**src/rtl/vscale_dmem_bridge_pkg.sv**
```systemverilog
// Shared constants for the dmem bridge: FSM state encoding, access-size decode
// and strobe width. Imported by the bridge top and its strobe generator.
package vscale_dmem_bridge_pkg;

  localparam int XPR_LEN        = 32;
  localparam int MEM_TYPE_WIDTH = 3;
  localparam int STRB_W         = XPR_LEN / 8;

  typedef enum logic [1:0] {
    ST_IDLE  = 2'd0,
    ST_ISSUE = 2'd1,
    ST_RESP  = 2'd2,
    ST_ERR   = 2'd3
  } state_t;

  typedef enum logic [1:0] {
    SZ_BYTE = 2'd0,
    SZ_HALF = 2'd1,
    SZ_WORD = 2'd2,
    SZ_ILL  = 2'd3
  } size_t;

  function automatic logic [1:0] mem_size(input logic [MEM_TYPE_WIDTH-1:0] mem_type);
    return mem_type[1:0];
  endfunction

  function automatic logic is_misaligned(input logic [1:0] sz, input logic [1:0] addr_lo);
    case (sz)
      SZ_HALF: return addr_lo[0];
      SZ_WORD: return |addr_lo;
      SZ_ILL:  return 1'b1;
      default: return 1'b0;
    endcase
  endfunction

endpackage

```
**src/rtl/vscale_dmem_strb_gen.sv**
```systemverilog
// Combinational byte-strobe and misalignment decode for one dmem access.
module vscale_dmem_strb_gen
  import vscale_dmem_bridge_pkg::*;
(
  input  logic [1:0]        i_size,
  input  logic [1:0]        i_addr_lo,
  input  logic              i_wen,
  output logic [STRB_W-1:0] o_wstrb,
  output logic              o_misaligned
);

  always_comb begin
    o_misaligned = is_misaligned(i_size, i_addr_lo);
    o_wstrb      = '0;
    // Loads never drive strobes, regardless of size.
    if (i_wen) begin
      case (i_size)
        SZ_BYTE: o_wstrb = 4'b0001 << i_addr_lo;
        SZ_HALF: o_wstrb = 4'b0011 << {i_addr_lo[1], 1'b0};
        SZ_WORD: o_wstrb = 4'b1111;
        default: o_wstrb = '0;
      endcase
    end
  end

endmodule

```
**src/rtl/vscale_dmem_bridge.sv**
```systemverilog
// Converts the core's pipelined dmem port into a single-outstanding
// valid/ready request plus response bus, with error and timeout reporting.
module vscale_dmem_bridge
  import vscale_dmem_bridge_pkg::*;
#(
  parameter int TIMEOUT_CYCLES = 255,
  parameter int CNT_W          = 8
) (
  input  logic                      clk,
  input  logic                      reset,
  input  logic                      dmem_en,
  input  logic                      dmem_wen,
  input  logic [MEM_TYPE_WIDTH-1:0] dmem_size,
  input  logic [XPR_LEN-1:0]        dmem_addr,
  input  logic [XPR_LEN-1:0]        dmem_wdata_delayed,
  output logic                      dmem_wait,
  output logic [XPR_LEN-1:0]        dmem_rdata,
  output logic                      dmem_badmem_e,
  output logic                      bus_req_valid,
  input  logic                      bus_req_ready,
  output logic [XPR_LEN-1:0]        bus_req_addr,
  output logic                      bus_req_wen,
  output logic [STRB_W-1:0]         bus_req_wstrb,
  output logic [XPR_LEN-1:0]        bus_req_wdata,
  input  logic                      bus_resp_valid,
  input  logic [XPR_LEN-1:0]        bus_resp_rdata,
  input  logic                      bus_resp_err
);

  localparam logic [CNT_W-1:0] LP_CNT_LAST =
    (TIMEOUT_CYCLES == 0) ? '0 : CNT_W'(TIMEOUT_CYCLES - 1);

  state_t               r_state;
  logic [XPR_LEN-1:2]   r_addr;
  logic                 r_wen;
  logic [STRB_W-1:0]    r_wstrb;
  logic [XPR_LEN-1:0]   r_wdata;
  logic                 r_req_valid;
  logic                 r_first;
  logic [CNT_W-1:0]     r_cnt;

  logic [STRB_W-1:0]    w_wstrb;
  logic                 w_misaligned;
  logic                 w_timeout;
  logic                 w_complete;
  logic                 w_accept;

  vscale_dmem_strb_gen u_strb_gen (
    .i_size       (mem_size(dmem_size)),
    .i_addr_lo    (dmem_addr[1:0]),
    .i_wen        (dmem_wen),
    .o_wstrb      (w_wstrb),
    .o_misaligned (w_misaligned)
  );

  assign w_timeout  = (TIMEOUT_CYCLES != 0) && (r_state == ST_RESP) &&
                      !bus_resp_valid && (r_cnt == LP_CNT_LAST);
  assign w_complete = (r_state == ST_ERR) ||
                      ((r_state == ST_RESP) && (bus_resp_valid || w_timeout));
  // The completion cycle releases the core, so a request seen there is the next address phase.
  assign w_accept   = dmem_en && ((r_state == ST_IDLE) || w_complete);

  always_ff @(posedge clk or posedge reset) begin
    if (reset) begin
      r_state     <= ST_IDLE;
      r_addr      <= '0;
      r_wen       <= 1'b0;
      r_wstrb     <= '0;
      r_wdata     <= '0;
      r_req_valid <= 1'b0;
      r_first     <= 1'b0;
      r_cnt       <= '0;
    end else if (w_accept) begin
      r_addr      <= dmem_addr[XPR_LEN-1:2];
      r_wen       <= dmem_wen;
      r_wstrb     <= w_wstrb;
      r_first     <= 1'b1;
      r_req_valid <= !w_misaligned;
      r_state     <= w_misaligned ? ST_ERR : ST_ISSUE;
    end else begin
      case (r_state)
        ST_ISSUE: begin
          // Store data arrives live in the first data-phase cycle; hold it for stalls.
          if (r_first) begin
            r_wdata <= dmem_wdata_delayed;
            r_first <= 1'b0;
          end
          if (bus_req_ready) begin
            r_state     <= ST_RESP;
            r_req_valid <= 1'b0;
            r_cnt       <= '0;
          end
        end
        ST_RESP: begin
          if (w_complete) r_state <= ST_IDLE;
          else            r_cnt   <= r_cnt + 1'b1;
        end
        ST_ERR:  r_state <= ST_IDLE;
        default: r_state <= ST_IDLE;
      endcase
    end
  end

  assign dmem_wait     = (r_state == ST_ISSUE) || ((r_state == ST_RESP) && !w_complete);
  assign dmem_badmem_e = (r_state == ST_ERR) || w_timeout ||
                         ((r_state == ST_RESP) && bus_resp_valid && bus_resp_err);
  assign dmem_rdata    = ((r_state == ST_RESP) && !w_timeout) ? bus_resp_rdata : '0;

  assign bus_req_valid = r_req_valid;
  assign bus_req_addr  = {r_addr, 2'b00};
  assign bus_req_wen   = r_wen;
  assign bus_req_wstrb = r_wstrb;
  assign bus_req_wdata = r_first ? dmem_wdata_delayed : r_wdata;

endmodule

```
**config.mk**
```make
export PLATFORM = sky130hd
export DESIGN_NAME = vscale_dmem_bridge
export DESIGN_NICKNAME = d
export VERILOG_FILES = /design/src/rtl/vscale_dmem_bridge_pkg.sv /design/src/rtl/vscale_dmem_strb_gen.sv /design/src/rtl/vscale_dmem_bridge.sv
export SDC_FILE = /design/constraint.sdc
export NUM_CORES = 1
export LEC_CHECK = 0
export BUFFER_PORTS_ARGS = -buffer_cell sky130_fd_sc_hd__buf_2
export CORE_UTILIZATION = 45
export DETAILED_ROUTE_END_ITERATION = 8
export PLACE_DENSITY = 0.89
export SYNTH_ARGS = -nofsm -noshare
export SYNTH_HDL_FRONTEND = slang
export SYNTH_HIERARCHICAL = 1
export SYNTH_SLANG_ARGS = --single-unit
```
**constraint.sdc**
```tcl
create_clock -name clk -period 3 [get_ports clk]
set_input_delay 0.6 -clock clk [delete_from_list [all_inputs] [get_ports clk]]
set_output_delay 0.6 -clock clk [all_outputs]
set_load 0.01 [all_outputs]
```
* Word-level counts from Yosys, hierarchy flattened
Cells that the tools add are included.
** Storage, ports and cells
- Input port bits :: 106
- Logic and storage cells :: 69
- Bits in registers :: 79
- Output and inout bits :: 104
** Cells by class
- Eq/ne operators :: 11
- Multiplexer cells :: 18
- Shift-type cells :: 2
- Reductions and logical operators :: 28
- Add/subtract/negate cells :: 1
- Bitwise operators :: 1
** Operators with widths (number)
- $mux 32 :: 2
- $mux 8 :: 2
- $pmux 8 s2 :: 1
- $pmux 4 s3 :: 1
- $add 8x1->8 const B :: 1
- $eq 2x2->1 const B :: 4
- $eq 8x8->1 const B :: 1
- $logic_and 1x1->1 :: 8
- $mux 2 :: 4
- $logic_or 1x1->1 :: 6
- $ne 3x3->1 const B :: 2
- $reduce_and 2->1 :: 3
- $reduce_bool 2->1 :: 3
- $mux 1 :: 5
- $eq 2x1->1 const B :: 2
- $logic_not 1->1 :: 4
- $logic_not 2->1 :: 2
- $mux 4 :: 1
- $ne 2x2->1 const B :: 2
- $pmux 2 s2 :: 1
- $reduce_and 4->1 :: 1
- $shl 1x2->4 const A :: 1
- $shl 2x2->4 const A :: 1
- $pmux 1 s3 :: 1
- other kinds (2) :: 2

* Depth between registers and ports, before layout
Gate-level depths: netlist of the first run.
- Depth in word-level cells :: 10
- Mapped depth :: 9
- Gate-level depth less buffers :: 6

* By module
The synthesis of the first run kept the hierarchy.
** By module, submodules not included
- vscale_dmem_bridge :: cells an instance 291, seq. area each 1976.9 um^2, instances 1, area an instance 3856.2 um^2
- vscale_dmem_strb_gen :: cells an instance 16, seq. area each 0.0 um^2, instances 1, area an instance 76.3 um^2

* Least setup slack after synthesis of the first run
No wires, ideal clock.
- Path kind :: reg2out
- Start point :: reg r_cnt[0]
- End point :: out dmem_rdata[10]
- Path buffers :: 2
- Slack :: 0.767 ns
- Data required time :: 2.400 ns
- Stages on the path, launching flop included :: 9
- Arrival time :: 1.633 ns
- Path through :: dfrtp_1 clkbuf_1 inv_1 ha_1 nand3b_1 nor3_1 nor2_1 clkbuf_1 and2_1
** Between the ends
- Longest elaborated chain between the ends :: 5
** Ends and longest elaborated chain
- start, declared :: RTL line vscale_dmem_bridge.sv:40 : logic [CNT_W-1:0] r_cnt;
- start signal, assigned :: RTL line vscale_dmem_bridge.sv:96 : else r_cnt <= r_cnt + 1'b1;
- $eq 8x8->1 :: RTL line vscale_dmem_bridge.sv:57 : !bus_resp_valid && (r_cnt == LP_CNT_LAST);
- $logic_and 1x1->1 :: RTL line vscale_dmem_bridge.sv:57
- $logic_not 1->1 :: RTL line vscale_dmem_bridge.sv:107 : assign dmem_rdata = ((r_state == ST_RESP) && !w_timeout) ? bus_resp_rdata : '0;
- $logic_and 1x1->1 :: RTL line vscale_dmem_bridge.sv:107
- $mux 32 :: RTL line vscale_dmem_bridge.sv:107
- end, declared :: RTL line vscale_dmem_bridge.sv:17 : output logic [XPR_LEN-1:0] dmem_rdata,
No other way between the ends.

* Final worst setup path of the first run
- Start point :: reg r_cnt[1]
- End point :: out dmem_rdata[5]
Same word-level chain as after synthesis.

==> results.py, run 1 <==
metrics = {
    "worst_setup_path": {
        "arrival_ps": 2150,
        "rrSetupSlack_ps": 700,
        "critPathMaxFanout": 32,
        "cp-start-kind": "flop",
        "required_ps": 2400,
        "end_kind": "output port",
        "critPathKind": "flop to output port",
        "r2r-end": "r_addr[31]",
        "reg2reg_depth": 5,
        "r2r_start": "r_cnt[1]",
    },
    "placement": {
        "placed_area_mm2": 0.00503,
        "gp_congestion": 0.819,
        "port_buffers": 206,
        "dp_hpwl_mm": 7.16,
        "dp_cells": 606,
    },
    "pwr": {
        "pwr-share-clk_pct": 13.9,
        "ir_worst_vdd_uv": 537,
        "p_sw_mw": 1.83,
        "leakage_nw": 2.64,
        "sw_frac_of_total_pct": 36.6,
        "p_per_area_mw_per_mm2": 961,
        "combPwrFrac_pct": 49.3,
        "p_seq_share_pct": 36.7,
        "power.internal_mw": 3.18,
    },
    "drt": {
        "drt_pass1_iterations": 4,
        "via_per_inst": 5.12,
        "drc_errors": 0,
        "routedWlPerCell_um": 15.2,
        "routed_wl_mm": 9.45,
        "antenna_left": 0,
        "vias": 3187,
        "drt_iter0_markers": 175,
    },
    "global_route": {
        "grt_usage_pct": 21.1,
        "grt_pass1_vias": 3110,
        "grt_max_degree": 48,
        "antenna_found_initial": 0,
        "grt_pass1_wl_mm": 14.6,
        "gr-total-overflow": 0,
    },
    "clock_network": {
        "clkTransAtPathRegs_ps": 80,
        "cts_buffer_depth": 2,
        "clk_latency_ps": 340,
        "cts_root_buf": "clkbuf_8",
        "cts_setup_buffers": 0,
        "cts_hold_buf": 0,
        "clock-sinks": 79,
        "h-tree-depth": 3,
        "cts_made_buffers": 9,
        "tritoncts": "built",
    },
    "sta": {
        "period_minus_slack_ps": 2750,
        "setup_viol": 0,
        "fin_skew_ps": 9.03,
        "timing.fmax_ghz": 0.364,
        "tns_ps": 0,
        "relSlewSlack_pct": 60.3,
        "hold_viol_final": 0,
        "tightest_slew_ps": 594,
        "period_share_pct": 91.7,
        "slew_violations": 0,
        "rsz0062_at_grt": "no",
    },
    "die": {
        "die_y_um": 95.5,
        "initial_core_util_pct": 47.1,
        "dieArea_mm2": 0.00912,
        "core_mm2": 0.00834,
        "rows": 33,
        "die_x_um": 95.5,
        "pin_count": 210,
    },
    "yosys": {
        "synth-seq-area-share_pct": 50.3,
        "synth_top_flop_cell": "dfrtp_1",
        "synth.avg_cell_area_um2": 12.8,
        "synth-seq-cells": 79,
        "async_flop_share_pct": 100,
        "synth-edff-count": 0,
        "yosysWarnings": 6,
        "synth_area_mm2": 0.00393,
        "yosysUniqueCellTypes": 41,
        "netlist_instances": 307,
    },
    "worst_hold_path": {
        "hp-class": "primary input to asynchronous set/reset pin",
    },
    "cells_and_area": {
        "final_cells": 622,
        "antenna_cells": 0,
        "area_growth_pct": 32.5,
        "post_route_cells_drive_above_1_share_pct": 63.8,
        "final_area_mm2": 0.00521,
        "finalCoreUtilization_pct": 62.5,
        "nets": 620,
    },
    "outcome": {
        "status": "complete, no violations",
    },
    "flow_run": {
        "maxCapViolations": 0,
    },
}
[routing by layer]
metal	global-route usage, %	share of wire [%]	wire length, µm
met5	0	0	0
met4	8.46	2.0	187
met3	4.31	6.0	568
met2	36.4	52	4950
met1	25.6	40	3750
[synth_stat cells, types with 4 or more instances]
cell      count  share of area [%]
inv_1         6               0.57
clkbuf_1      9               0.86
mux2_2       82                 23
and2_1       33                5.2
a21oi_1       9                1.1
o21ai_0       7               0.89
nand4_1       4               0.64
dfrtp_1      79                 50
nor2_1        7               0.67
mux2_4       10                3.8
mux2_1        7                2.0
nand2_1       7               0.67
nand3_1       5               0.64
[registers in the layout, indices dropped and copies added, names as in the netlist]
name	cells
bus_req_wstrb	4
bus_req_valid	1
r_first	1
bus_req_wen	1
r_state	2
r_addr	30
r_cnt	8
r_wdata	32
[power groups by stage]
stage                     combinational (mW)  sequential, mW  clock [mW]
final                                   2.47            1.84       0.697
after global routing                    2.70            1.91       0.768
after CTS                               2.50            1.84       0.722
after detailed placement                2.48            1.86           0
after global placement                  2.40            1.81           0
after floorplan                         1.59            1.92           0
[cell type report]
cell class / instances / area [µm²]
inverters: 7 / 27.5
clock buffers: 9 / 124
multi-input cells: 204 / 1830
repair buffers: 211 / 1080
clock inverters: 7 / 46.3
flip-flops and latches: 79 / 1980
fillers: 674 / 3130
well taps: 105 / 131
[stage by stage]
step	hold slack (ps)	power, mW	setup slack, ps
2_1_floorplan	475	3.51	377
4_1_cts	315	5.06	44.8
3_5_place_dp	472	4.34	-33.1
6_report	304	5.01	250
5_1_grt	341	5.37	94.6
3_3_place_gp	465	4.22	171
[how the worst max path moves through the flow]
stage,from,endpoint,slack [ps]
after floorplan,reset,bus_req_valid,380
after global placement,bus_resp_valid,dmem_rdata[9],170
after detailed placement,bus_resp_valid,dmem_rdata[5],-30
after CTS,r_cnt[1],dmem_rdata[5],40
after global routing,r_cnt[1],dmem_rdata[5],90
final,r_cnt[1],dmem_rdata[5],250
[cell usage in the layout (no fill, tap or decap), types with 2 or more instances in the layout]
cell / count
buf_2: 206
mux2_1: 7
dfrtp_1: 79
nor2b_1: 2
and2_1: 33
o21ai_0: 7
nor2_1: 6
nand2b_1: 2
nand3b_1: 2
nand4_1: 4
nand2_1: 7
a21oi_1: 9
buf_4: 4
mux2_2: 82
conb_1: 2
inv_1: 5
clkinv_2: 5
nand3_1: 5
mux2_4: 10
a41oi_1: 3
inv_6: 2
clkbuf_8: 9
o31ai_1: 2
o311ai_0: 2
ha_1: 2
[cells by family after synthesis]
| kind of cell | count (synthesis) | synth area share, % |
|---|---|---|
| mux | 99 | 29.3 |
| buf+inv | 25 | 3.79 |
| flops | 79 | 50.3 |
| other cells | 1 | 0.0954 |
| simple gates | 71 | 10.6 |
| compound gates | 30 | 5.28 |
| fa+ha+maj | 2 | 0.636 |
[what timing repair did]
item                                    4_1_cts  5_1_grt
gates cloned                                  0        0
resized for setup                             2        1
endpoints found under the setup margin       32       32
[critical path, stage by stage (launching register included)]
cell and delay, ps:
dfrtp_1 480, ha_1 230, nand3b_1 200, nor3_2 120
nor2_4 410, and2_1 230, buf_2 140
Note: power is estimated with default switching activity, not from simulation.
==> inputs of run 2 (changes only) <==
- SYNTH_HIERARCHICAL: 1 -> default
==> run 2 against run 1 <==
Register-to-register slack improved by 40 ps. Sequential power about the same. Critical endpoint is now dmem_rdata[31]. Worst setup slack got worse by 5.6 ps. Critical path depth up 2. Critical path type unchanged.
==> results.py, run 2 <==
metrics = {
    "outcome": {
        "status": "complete, no violations",
    },
    "yosys": {
        "synthAdderAreaFrac_pct": 0.627,
        "yosysUniqueCellTypes": 41,
        "synth_compound_area_share_pct": 5.29,
        "synth.most_common_cell": "nand2_1",
        "synth-seq-area-share_pct": 49.5,
        "synth_area_leaders": "dfrtp_1 49%, mux2_4 11%, nand2_1 10%",
        "yosysWarnings": 0,
        "async_flop_share_pct": 100,
        "netlist_instances": 367,
        "synth-edff-count": 0,
        "synth_common_cells": "108 x nand2_1, 79 x dfrtp_1, 34 x mux2_2",
        "synth-simple-area-share_pct": 18.8,
        "synth.avg_cell_area_um2": 10.9,
        "synth_top_area_cell": "dfrtp_1",
        "synth_top_family_by_area": "multiplexers",
        "synth_top_flop_cell": "dfrtp_1",
        "synth_area_mm2": 0.00399,
        "synth_mux_area_share_pct": 21.4,
        "yosysTopAreaCellShare_pct": 49.5,
        "synth_xor_area_share_pct": 0,
        "synth-seq-cells": 79,
    },
    "worst_setup_path": {
        "r2r-end": "r_addr[5]",
        "cp-start-kind": "flop",
        "cp_slowest_cell": "dfrtp_1",
        "path_cells": "inv_1 -> ha_1 -> and3_1 -> and3b_2 -> nor2_1 -> buf_4 -> and2_1 -> buf_2",
        "r2r_start": "r_cnt[0]",
        "required_ps": 2400,
        "arrival_ps": 2160,
        "rrSetupSlack_ps": 740,
        "cp_top_family": "simple AND/OR/NAND/NOR gates",
        "critPathMaxFanout": 32,
        "crit_start": "r_cnt[0]",
        "end_kind": "output port",
        "reg2reg_depth": 6,
        "path_buf_inv": 3,
        "critPathKind": "flop to output port",
        "critPathMaxStageDelay_ps": 410,
    },
    "global_route": {
        "grt_usage_pct": 21.0,
        "grt_pass1_vias": 3233,
        "grt_max_degree": 34,
        "gr-total-overflow": 0,
        "grt_pass1_wl_mm": 14.8,
        "antenna_found_initial": 0,
    },
    "die": {
        "pin_count": 210,
        "dieArea_mm2": 0.00926,
        "core_mm2": 0.00864,
        "initial_core_util_pct": 46.2,
        "rows": 34,
        "die_x_um": 96.2,
        "die_y_um": 96.2,
    },
    "drt": {
        "drt_pass1_iterations": 4,
        "routedWlPerCell_um": 14.1,
        "drt_iter0_markers": 95,
        "antenna_left": 0,
        "vias": 3331,
        "drc_errors": 0,
        "via_per_inst": 4.89,
        "routed_wl_mm": 9.62,
    },
    "sta": {
        "timing.fmax_ghz": 0.363,
        "slew_violations": 0,
        "period_share_pct": 91.8,
        "hold_viol_final": 0,
        "setup_viol": 0,
        "tns_ps": 0,
        "relSlewSlack_pct": 61.6,
        "fin_skew_ps": 8.74,
        "fin_ws_ps": 245,
        "period_minus_slack_ps": 2760,
        "rsz0062_at_grt": "no",
        "hold_slack_ps": 237,
        "tightest_slew_ps": 576,
    },
    "cells_and_area": {
        "finalCoreUtilization_pct": 61.2,
        "largest_register_ffs": 32,
        "nets": 676,
        "post_route_cells_drive_above_1_share_pct": 52.5,
        "largest-register": "r_wdata",
        "area_growth_pct": 32.2,
        "final_area_mm2": 0.00528,
        "final_common_cell": "buf_2",
        "reg_top3": "r_wdata x32, r_addr x30, r_cnt x8",
        "antenna_cells": 0,
        "final_cells": 681,
        "layout_common_cells": "206 x buf_2, 108 x nand2_1, 79 x dfrtp_1",
    },
    "clock_network": {
        "clkTransAtPathRegs_ps": 90,
        "tritoncts": "built",
        "clock-sinks": 79,
        "cts_buffer_depth": 2,
        "cts_made_buffers": 9,
        "cts_setup_buffers": 0,
        "h-tree-depth": 3,
        "cts_hold_buf": 0,
        "cts_resized": 0,
        "clk_latency_ps": 350,
        "cts_root_buf": "clkbuf_8",
    },
    "placement": {
        "port_buffers": 206,
        "dp_hpwl_mm": 7.16,
        "placed_area_mm2": 0.00505,
        "gp_congestion": 0.761,
        "place_ws_ps": 631,
        "dp_cells": 665,
    },
    "pwr": {
        "totalPowerFinal_mw": 5.22,
        "leakage_nw": 2.91,
        "ir_worst_vdd_uv": 456,
        "p_per_area_mw_per_mm2": 988,
    },
    "worst_hold_path": {
        "hp-class": "primary input to asynchronous set/reset pin",
    },
    "flow_run": {
        "maxCapViolations": 0,
    },
}
[run 2: cell types whose count changed after synthesis, sizes merged, moves of 4 or more]
cell | previous run | this run
o2bb2ai | 0 | 4
nand2 | 7 | 108
mux2 | 99 | 64
o21ai | 7 | 2
clkbuf | 9 | 13
[run 2: cell families (layout without fill, tap and decap cells)]
group | after synthesis | in the layout
flip-flops | 79 | 79
AND/OR/NAND/NOR | 164 | 164
buffers and inverters | 27 | 232
multiplexers | 66 | 66
adder cells (fa/ha/maj) | 2 | 2
AO/OA/AOI/OAI | 28 | 28
other | 1 | 2
[run 2: routing by layer]
layer	vias to the layer above	routed length (µm)	global-route usage [%]	share of wire [%]
li1	1618	-	-	-
met5	-	0	0	0
met4	0	118	7.21	1.2
met1	1580	4060	25.2	42
met2	122	4780	36.5	50
met3	11	654	5.45	6.8
[run 2: area by class of cell]
class | instances | area, µm²
clock buffer | 9 | 124
clock inverter | 7 | 103
fill | 720 | 3350
inverter | 4 | 16.3
multi-input combinational | 262 | 1850
sequential | 79 | 1980
tap | 108 | 135
timing repair buffer | 212 | 1080
[run 2: power by group]
group          leakage [nW]  switching (mW)  total, mW  internal (mW)
clock network         0.111           0.415      0.894          0.479
registers             0.967           0.268       1.82           1.55
logic                  1.83            1.28       2.50           1.22
[run 2: how the worst max path moves through the flow]
stage               slack, ps        endpoint  cells past startpoint
finish                    240  dmem_rdata[31]                      8
global route               70   dmem_rdata[7]                      8
CTS                       230  dmem_rdata[31]                      8
detailed placement        630  dmem_rdata[31]                      8
global placement          700   dmem_rdata[7]                      8
floorplan                 380   bus_req_valid                      1
[run 2: worst reg2reg max path: cells and delay by family, from the launching register on]
| kind | cells | cell delay [ps] |
|---|---|---|
| AOI/OAI and AO/OA | 1 | 220 |
| adders and majority gates | 1 | 170 |
| buffers and inverters | 1 | 110 |
| DFF | 1 | 420 |
| muxes | 1 | 410 |
| and+or+nand+nor | 2 | 830 |
